**src/rtl/lsu_pkg.sv**
```systemverilog
// rtl/lsu_pkg.sv - shared types and lane helpers for the AXI-Lite load/store master
package lsu_pkg;

   localparam int LSU_LANES = 8;

   typedef enum logic [1:0] {
      BYTE  = 2'd0,
      HALF  = 2'd1,
      WORD  = 2'd2,
      DWORD = 2'd3
   } access_size_e;

   typedef enum logic [1:0] {
      OKAY   = 2'b00,
      EXOKAY = 2'b01,
      SLVERR = 2'b10,
      DECERR = 2'b11
   } axi_resp_e;

   typedef enum logic [2:0] {
      IDLE    = 3'd0,
      RD_ADDR = 3'd1,
      RD_DATA = 3'd2,
      WR_REQ  = 3'd3,
      WR_RESP = 3'd4,
      RESP    = 3'd5
   } lsu_state_e;

   // Low address bits that must be zero for a naturally aligned access.
   function automatic logic [2:0] size_mask(input access_size_e size);
      case (size)
         BYTE:    size_mask = 3'b000;
         HALF:    size_mask = 3'b001;
         WORD:    size_mask = 3'b011;
         default: size_mask = 3'b111;
      endcase
   endfunction

   function automatic logic [LSU_LANES-1:0] lane_mask(input access_size_e size);
      case (size)
         BYTE:    lane_mask = 8'h01;
         HALF:    lane_mask = 8'h03;
         WORD:    lane_mask = 8'h0F;
         default: lane_mask = 8'hFF;
      endcase
   endfunction

endpackage

```
**src/rtl/axil_interface_if.sv**
```systemverilog
// rtl/axil_interface_if.sv - AXI4-Lite bundle with read/write master and slave views
interface axil_interface_if #(
   parameter int ADDR_W = 64,
   parameter int DATA_W = 64
) ();
   logic [ADDR_W-1:0]   araddr;
   logic [2:0]          arprot;
   logic                arvalid;
   logic                arready;
   logic [DATA_W-1:0]   rdata;
   logic [1:0]          rresp;
   logic                rvalid;
   logic                rready;

   logic [ADDR_W-1:0]   awaddr;
   logic [2:0]          awprot;
   logic                awvalid;
   logic                awready;
   logic [DATA_W-1:0]   wdata;
   logic [DATA_W/8-1:0] wstrb;
   logic                wvalid;
   logic                wready;
   logic [1:0]          bresp;
   logic                bvalid;
   logic                bready;

   modport rd_mst (output araddr, arprot, arvalid, rready,
                   input  arready, rdata, rresp, rvalid);
   modport wr_mst (output awaddr, awprot, awvalid, wdata, wstrb, wvalid, bready,
                   input  awready, wready, bresp, bvalid);
   modport rd_slv (input  araddr, arprot, arvalid, rready,
                   output arready, rdata, rresp, rvalid);
   modport wr_slv (input  awaddr, awprot, awvalid, wdata, wstrb, wvalid, bready,
                   output awready, wready, bresp, bvalid);
endinterface

```
**src/rtl/lsu_lane_align.sv**
```systemverilog
// rtl/lsu_lane_align.sv - byte-lane steering for stores and extraction/extension for loads
module lsu_lane_align
   import lsu_pkg::*;
(
   input  logic [2:0]           addr_lo,
   input  access_size_e         size,
   input  logic [63:0]          st_data,
   output logic [2:0]           offset,
   output logic                 misaligned,
   output logic [LSU_LANES-1:0] wstrb,
   output logic [63:0]          wdata,
   input  logic [2:0]           ld_offset,
   input  access_size_e         ld_size,
   input  logic                 ld_unsigned,
   input  logic [63:0]          rdata,
   output logic [63:0]          ld_data
);
   logic [2:0]  mask;
   logic [63:0] shifted;

   always_comb begin
      mask       = size_mask(size);
      misaligned = |(addr_lo & mask);
      // Misaligned offsets are forced down to the natural boundary of the size.
      offset     = addr_lo & ~mask;
      wstrb      = lane_mask(size) << offset;
      wdata      = st_data << {offset, 3'b000};

      shifted = rdata >> {ld_offset, 3'b000};
      case (ld_size)
         BYTE:    ld_data = ld_unsigned ? {56'h0, shifted[7:0]}
                                        : {{56{shifted[7]}}, shifted[7:0]};
         HALF:    ld_data = ld_unsigned ? {48'h0, shifted[15:0]}
                                        : {{48{shifted[15]}}, shifted[15:0]};
         WORD:    ld_data = ld_unsigned ? {32'h0, shifted[31:0]}
                                        : {{32{shifted[31]}}, shifted[31:0]};
         default: ld_data = shifted;
      endcase
   end

endmodule

```
**src/rtl/lsu_axil_master.sv**
```systemverilog
// rtl/lsu_axil_master.sv - single-outstanding load/store to AXI4-Lite master
// Optional LSU_MISALIGN_CHECK_EN: misaligned requests error out without bus traffic.
module lsu_axil_master
   import lsu_pkg::*;
#(
   parameter int DATA_W = 64,
   parameter int ADDR_W = 64
) (
   input  logic              clk,
   input  logic              rst,
   input  logic              req_valid,
   output logic              req_ready,
   input  logic              req_store,
   input  logic [ADDR_W-1:0] req_addr,
   input  logic [1:0]        req_size,
   input  logic              req_unsigned,
   input  logic [63:0]       req_wdata,
   output logic              rsp_valid,
   output logic [63:0]       rsp_data,
   output logic              rsp_err,
   axil_interface_if.rd_mst  axil_rd,
   axil_interface_if.wr_mst  axil_wr
);
   lsu_state_e          state;

   logic [ADDR_W-1:0]   araddr_q;
   logic                arvalid_q;
   logic                rready_q;
   logic [ADDR_W-1:0]   awaddr_q;
   logic                awvalid_q;
   logic [DATA_W-1:0]   wdata_q;
   logic [DATA_W/8-1:0] wstrb_q;
   logic                wvalid_q;
   logic                bready_q;

   logic [2:0]          ld_off_q;
   access_size_e        ld_size_q;
   logic                ld_uns_q;

   logic                rsp_valid_q;
   logic [63:0]         rsp_data_q;
   logic                rsp_err_q;

   logic [2:0]          req_off;
   logic                req_misaligned;
   logic [7:0]          st_wstrb;
   logic [63:0]         st_wdata;
   logic [63:0]         ld_data;
   logic [ADDR_W-1:0]   bus_addr;
   logic                aw_pending;
   logic                w_pending;

   lsu_lane_align u_align (
      .addr_lo     (req_addr[2:0]),
      .size        (access_size_e'(req_size)),
      .st_data     (req_wdata),
      .offset      (req_off),
      .misaligned  (req_misaligned),
      .wstrb       (st_wstrb),
      .wdata       (st_wdata),
      .ld_offset   (ld_off_q),
      .ld_size     (ld_size_q),
      .ld_unsigned (ld_uns_q),
      .rdata       (axil_rd.rdata),
      .ld_data     (ld_data)
   );

   assign bus_addr   = {req_addr[ADDR_W-1:3], 3'b000};
   assign aw_pending = awvalid_q && !axil_wr.awready;
   assign w_pending  = wvalid_q && !axil_wr.wready;

   always_ff @(posedge clk or posedge rst) begin
      if (rst) begin
         state       <= IDLE;
         araddr_q    <= '0;
         arvalid_q   <= 1'b0;
         rready_q    <= 1'b0;
         awaddr_q    <= '0;
         awvalid_q   <= 1'b0;
         wdata_q     <= '0;
         wstrb_q     <= '0;
         wvalid_q    <= 1'b0;
         bready_q    <= 1'b0;
         ld_off_q    <= 3'd0;
         ld_size_q   <= BYTE;
         ld_uns_q    <= 1'b0;
         rsp_valid_q <= 1'b0;
         rsp_data_q  <= 64'h0;
         rsp_err_q   <= 1'b0;
      end else begin
         rsp_valid_q <= 1'b0;
         unique case (state)
            IDLE: begin
               if (req_valid) begin
                  ld_off_q  <= req_off;
                  ld_size_q <= access_size_e'(req_size);
                  ld_uns_q  <= req_unsigned;
`ifdef LSU_MISALIGN_CHECK_EN
                  if (req_misaligned) begin
                     state       <= RESP;
                     rsp_valid_q <= 1'b1;
                     rsp_err_q   <= 1'b1;
                     rsp_data_q  <= 64'h0;
                  end else
`endif
                  if (req_store) begin
                     state     <= WR_REQ;
                     awaddr_q  <= bus_addr;
                     awvalid_q <= 1'b1;
                     wdata_q   <= st_wdata;
                     wstrb_q   <= st_wstrb;
                     wvalid_q  <= 1'b1;
                  end else begin
                     state     <= RD_ADDR;
                     araddr_q  <= bus_addr;
                     arvalid_q <= 1'b1;
                  end
               end
            end
            RD_ADDR: begin
               if (axil_rd.arready) begin
                  arvalid_q <= 1'b0;
                  rready_q  <= 1'b1;
                  state     <= RD_DATA;
               end
            end
            RD_DATA: begin
               if (axil_rd.rvalid) begin
                  rready_q    <= 1'b0;
                  state       <= RESP;
                  rsp_valid_q <= 1'b1;
                  rsp_err_q   <= (axil_rd.rresp != OKAY);
                  rsp_data_q  <= (axil_rd.rresp == OKAY) ? ld_data : 64'h0;
               end
            end
            WR_REQ: begin
               // AW and W complete independently; B waits for whichever finishes last.
               if (awvalid_q && axil_wr.awready) awvalid_q <= 1'b0;
               if (wvalid_q && axil_wr.wready)   wvalid_q  <= 1'b0;
               if (!aw_pending && !w_pending) begin
                  bready_q <= 1'b1;
                  state    <= WR_RESP;
               end
            end
            WR_RESP: begin
               if (axil_wr.bvalid) begin
                  bready_q    <= 1'b0;
                  state       <= RESP;
                  rsp_valid_q <= 1'b1;
                  rsp_err_q   <= (axil_wr.bresp != OKAY);
                  rsp_data_q  <= 64'h0;
               end
            end
            RESP: begin
               state      <= IDLE;
               rsp_err_q  <= 1'b0;
               rsp_data_q <= 64'h0;
            end
            default: state <= IDLE;
         endcase
      end
   end

   assign req_ready = (state == IDLE);
   assign rsp_valid = rsp_valid_q;
   assign rsp_data  = rsp_data_q;
   assign rsp_err   = rsp_err_q;

   assign axil_rd.araddr  = araddr_q;
   assign axil_rd.arprot  = 3'b000;
   assign axil_rd.arvalid = arvalid_q;
   assign axil_rd.rready  = rready_q;

   assign axil_wr.awaddr  = awaddr_q;
   assign axil_wr.awprot  = 3'b000;
   assign axil_wr.awvalid = awvalid_q;
   assign axil_wr.wdata   = wdata_q;
   assign axil_wr.wstrb   = wstrb_q;
   assign axil_wr.wvalid  = wvalid_q;
   assign axil_wr.bready  = bready_q;

endmodule

```
**src/flat_wrapper.sv**
```systemverilog
// flat-port wrapper written by rule: the top's interface ports become plain ports
module lsu_axil_master_flat import lsu_pkg::*;
#(
   parameter int DATA_W = 64,
   parameter int ADDR_W = 64
)
  (clk, rst, req_valid, req_ready, req_store, req_addr, req_size, req_unsigned, req_wdata, rsp_valid, rsp_data, rsp_err, axil_rd_araddr, axil_rd_arprot, axil_rd_arvalid, axil_rd_rready, axil_rd_arready, axil_rd_rdata, axil_rd_rresp, axil_rd_rvalid, axil_wr_awaddr, axil_wr_awprot, axil_wr_awvalid, axil_wr_wdata, axil_wr_wstrb, axil_wr_wvalid, axil_wr_bready, axil_wr_awready, axil_wr_wready, axil_wr_bresp, axil_wr_bvalid);
  axil_interface_if #(.ADDR_W(ADDR_W), .DATA_W(DATA_W)) axil_rd_i ();
  axil_interface_if #(.ADDR_W(ADDR_W), .DATA_W(DATA_W)) axil_wr_i ();
  input  logic clk;
  input  logic rst;
  input  logic req_valid;
  output logic req_ready;
  input  logic req_store;
  input  logic [ADDR_W-1:0] req_addr;
  input  logic [1:0] req_size;
  input  logic req_unsigned;
  input  logic [63:0] req_wdata;
  output logic rsp_valid;
  output logic [63:0] rsp_data;
  output logic rsp_err;
  output wire logic [$bits(axil_rd_i.araddr)-1:0] axil_rd_araddr;
  output wire logic [$bits(axil_rd_i.arprot)-1:0] axil_rd_arprot;
  output wire logic [$bits(axil_rd_i.arvalid)-1:0] axil_rd_arvalid;
  output wire logic [$bits(axil_rd_i.rready)-1:0] axil_rd_rready;
  input wire logic [$bits(axil_rd_i.arready)-1:0] axil_rd_arready;
  input wire logic [$bits(axil_rd_i.rdata)-1:0] axil_rd_rdata;
  input wire logic [$bits(axil_rd_i.rresp)-1:0] axil_rd_rresp;
  input wire logic [$bits(axil_rd_i.rvalid)-1:0] axil_rd_rvalid;
  output wire logic [$bits(axil_wr_i.awaddr)-1:0] axil_wr_awaddr;
  output wire logic [$bits(axil_wr_i.awprot)-1:0] axil_wr_awprot;
  output wire logic [$bits(axil_wr_i.awvalid)-1:0] axil_wr_awvalid;
  output wire logic [$bits(axil_wr_i.wdata)-1:0] axil_wr_wdata;
  output wire logic [$bits(axil_wr_i.wstrb)-1:0] axil_wr_wstrb;
  output wire logic [$bits(axil_wr_i.wvalid)-1:0] axil_wr_wvalid;
  output wire logic [$bits(axil_wr_i.bready)-1:0] axil_wr_bready;
  input wire logic [$bits(axil_wr_i.awready)-1:0] axil_wr_awready;
  input wire logic [$bits(axil_wr_i.wready)-1:0] axil_wr_wready;
  input wire logic [$bits(axil_wr_i.bresp)-1:0] axil_wr_bresp;
  input wire logic [$bits(axil_wr_i.bvalid)-1:0] axil_wr_bvalid;
  assign axil_rd_araddr = axil_rd_i.araddr;
  assign axil_rd_arprot = axil_rd_i.arprot;
  assign axil_rd_arvalid = axil_rd_i.arvalid;
  assign axil_rd_rready = axil_rd_i.rready;
  assign axil_rd_i.arready = axil_rd_arready;
  assign axil_rd_i.rdata = axil_rd_rdata;
  assign axil_rd_i.rresp = axil_rd_rresp;
  assign axil_rd_i.rvalid = axil_rd_rvalid;
  assign axil_wr_awaddr = axil_wr_i.awaddr;
  assign axil_wr_awprot = axil_wr_i.awprot;
  assign axil_wr_awvalid = axil_wr_i.awvalid;
  assign axil_wr_wdata = axil_wr_i.wdata;
  assign axil_wr_wstrb = axil_wr_i.wstrb;
  assign axil_wr_wvalid = axil_wr_i.wvalid;
  assign axil_wr_bready = axil_wr_i.bready;
  assign axil_wr_i.awready = axil_wr_awready;
  assign axil_wr_i.wready = axil_wr_wready;
  assign axil_wr_i.bresp = axil_wr_bresp;
  assign axil_wr_i.bvalid = axil_wr_bvalid;
  lsu_axil_master #(.DATA_W(DATA_W), .ADDR_W(ADDR_W)) u_core (.clk(clk), .rst(rst), .req_valid(req_valid), .req_ready(req_ready), .req_store(req_store), .req_addr(req_addr), .req_size(req_size), .req_unsigned(req_unsigned), .req_wdata(req_wdata), .rsp_valid(rsp_valid), .rsp_data(rsp_data), .rsp_err(rsp_err), .axil_rd(axil_rd_i), .axil_wr(axil_wr_i));
endmodule
```
**config.mk**
```make
export PLATFORM = sky130hd
export DESIGN_NAME = lsu_axil_master_flat
export DESIGN_NICKNAME = d
export VERILOG_FILES = /design/src/rtl/lsu_pkg.sv /design/src/rtl/axil_interface_if.sv /design/src/rtl/lsu_lane_align.sv /design/src/rtl/lsu_axil_master.sv /design/src/flat_wrapper.sv
export SDC_FILE = /design/constraint.sdc
export NUM_CORES = 1
export LEC_CHECK = 0
export ABC_AREA = 1
export CORE_UTILIZATION = 29
export CTS_BUF_LIST = sky130_fd_sc_hd__clkbuf_16
export DETAILED_ROUTE_END_ITERATION = 12
export DONT_BUFFER_PORTS = 1
export GPL_TIMING_DRIVEN = 0
export RECOVER_POWER = 100
export SETUP_SLACK_MARGIN = 0.3
export SLEW_MARGIN = 20
export SYNTH_ARGS = -nofsm -noshare
export SYNTH_HDL_FRONTEND = slang
export SYNTH_HIERARCHICAL = 1
export SYNTH_SLANG_ARGS = --single-unit
```
**constraint.sdc**
```tcl
create_clock -name clk -period 17.3 [get_ports clk]
set_clock_uncertainty 0.1 [all_clocks]
set_input_delay 2.595 -clock clk [delete_from_list [all_inputs] [get_ports clk]]
set_output_delay 2.595 -clock clk [all_outputs]
set_load 0.02 [all_outputs]
```
==> results.md <==
- Status: finished with violations
- Failing checks: capacitance limit, slew limit
- Via count: 14,700
- FF-to-FF End: u_core/axil_wr.awaddr[34]
- Hold EP: u_core/ld_off_q[1]
- Fin Hold WS: 0.361 ns
- Peak supply drop: 0.0966 mV
- Synthesized cell area: 14,900 µm²
- Number of global-route vias before repair: 13,900
- Htree depth: 1
- First-pass GRT wire length: 93,900 µm
- CP Launch Type: input port
- Post-Synthesis Cells: 2,106
- Total Power: 3.33 mW
- Crit end category: asynchronous set/reset pin
- P per Cell Area: 199 nW/µm²
- Area taken by multi-input logic gates: 6870 µm²
- Data required time of the worst path: 16.77 ns
- Non-Filler Instances: 2,847
- CTS tree: done
- Maximum clock path buffer count: 3
- Initial DRC count: 1,430
- Area grow syn2layout: 12.4%
- Fill cell count: 5,454
- CP max-delay cell: clkbuf_1
- Top achievable clock speed: 140 MHz
- Endpoints failing hold: 0
- Slew Limit Headroom: -210%
- R2r setup slk: 13.21 ns
- PnR worst setup slack: 10.13 ns
- Hold Path Depth: 2
- CTS clk-pin slew, worst paths: 0.06 ns
- Clock root buffer: clkbuf_16
- Global route total overflow: 0
- Initial antenna violation count: 1
- Final wirelength: 63,900 µm
- CP max FO: 81
- DR vias/cell: 5.15
- CP delay by family, top: buffers and inverters
- Core area: 50,400 µm²
- CP bufs+invs: 2
- Hold_sp: u_core/ld_off_q[1]
- Max-Cap Viols: 1
- Num rows: 82
- Port Buffers: 0
- Worst Hold Class: reg2reg
- Setup violators final: 0
- Setup TNS: 0 ns
- Hold buffer count at cts: 0
- RSZ-0062 raised after global routing: no
- Height of the die: 228 µm
- Postcts setup bufs: 0
- Ys Warns: 6
- Clock latency on the worst-skew pair: 0.58 ns
- Inserted Diodes: 0
- Routed wire per std cell: 22.5 µm
- Slowest stage delay, CP: 3.29 ns
- # DRC: 0
- I/O Pins: 486
- Worst r2r path cells: 11
- Post-place setup slack: 12.82 ns
- Tcrit/Tclk final: 41.4%
- Register area: 6860 µm²
- Layout cells sized above 1: 7.72%
- Critical Path AT: 6.63 ns
- DP HPWL: 51,500 µm
- Reg2Reg Launch Point: u_core/state[0]
- Largest net degree at the start of global routing: 107
- Syn avg cell area: 7.06 µm²
- CP Cell Sequence: clkinvlp_2, clkbuf_1
- Slew Limit Fails: 80
- Placer Congestion: 0.983
- Routed Antenna Nets: 0
- Final net count: 2,361
- Initial core utilization: 29.5%
- CTS buffer count: 31
- Worst Tran Pin Value: 4.65 ns
- Period minus WS final: 7.17 ns
- CTS sink cnt: 274
- Leakage: 8.49 nW
- Post-cts sizing count: 0
- DIE WIDTH: 228 µm
- Placed cell area: 15,800 µm²
- Post-route core utilization: 33.2%
- DIE AREA: 52,200 µm²
- Overall Global Routing Usage: 23.8%
- DR pass1 iterations: 6
- Final instance area: 16,700 µm²
- Worst Path Class, Setup: in2async
- Placed Cells: 2,792
-- layout make-up --
| cell class | instances | share of cell area [%] |
|---|---|---|
| Multi-Input combinational cell | 1607 | 41.1 |
| Inverter | 74 | 1.67 |
| Clock buffer | 31 | 4.64 |
| Tap cell | 672 | 5.03 |
| Timing Repair Buffer | 3 | 0.352 |
| Sequential cell | 274 | 41.0 |
| Buffer | 162 | 4.88 |
| Clock inverter | 24 | 1.36 |
-- layout by cell type, fill, tap and decap left out, types with 12 or more instances in the layout --
master	n
nand2_1	1037
dfrtp_1	274
o21ai_0	245
nor2_1	76
inv_1	72
nand3_1	72
clkbuf_1	65
buf_2	62
nand4_1	34
o211ai_1	33
clkbuf_16	31
buf_4	27
o21ai_1	26
a21oi_1	17
conb_1	12
-- layer usage --
metal	routed length, µm	up-vias	GRT usage (%)
met5	0	-	0
met2	30300	728	39.2
met1	25300	7038	29.7
met4	2200	0	7.72
li1	-	6797	-
met3	6130	112	6.99
-- tightest hold or removal path: cells and delay by family (launching register included) --
kind             cells  cell delay (ns)
flip-flops           1             0.33
AND/OR/NAND/NOR      2             0.09
-- state kept, by name, summed over array words and instances, names as in the netlist --
| signal | count |
|---|---|
| u_core/ld_uns_q | 1 |
| u_core/rsp_err | 1 |
| u_core/rsp_data | 64 |
| u_core/axil_wr.wvalid | 1 |
| u_core/axil_rd.araddr | 61 |
| u_core/axil_rd.arvalid | 1 |
| u_core/axil_wr.wstrb | 8 |
| u_core/axil_wr.awvalid | 1 |
| u_core/axil_wr.awaddr | 61 |
| u_core/state | 3 |
| u_core/ld_off_q | 3 |
| u_core/axil_wr.bready | 1 |
| u_core/ld_size_q | 2 |
| u_core/rsp_valid | 1 |
| u_core/axil_wr.wdata | 64 |
| u_core/axil_rd.rready | 1 |
-- power by group --
group / internal, mW / leakage (nW) / total, mW / switching, mW
Combinational: 0.335 / 4.47 / 1.15 / 0.817
Clock: 0.384 / 0.502 / 0.660 / 0.276
Sequential: 0.918 / 3.52 / 1.52 / 0.601
-- worst max path at each step --
stage | start | endpoint | cells past startpoint
2_1_floorplan | rst | u_core/axil_rd.araddr[10] | 1
3_3_place_gp | rst | u_core/axil_wr.wdata[8] | 1
3_5_place_dp | req_store | u_core/axil_wr.wdata[38] | 7
4_1_cts | u_core/state[0] | req_ready | 4
5_1_grt | rst | u_core/axil_wr.awaddr[33] | 2
6_report | rst | u_core/axil_wr.awaddr[12] | 2
(Power assumes the default switching activity.)
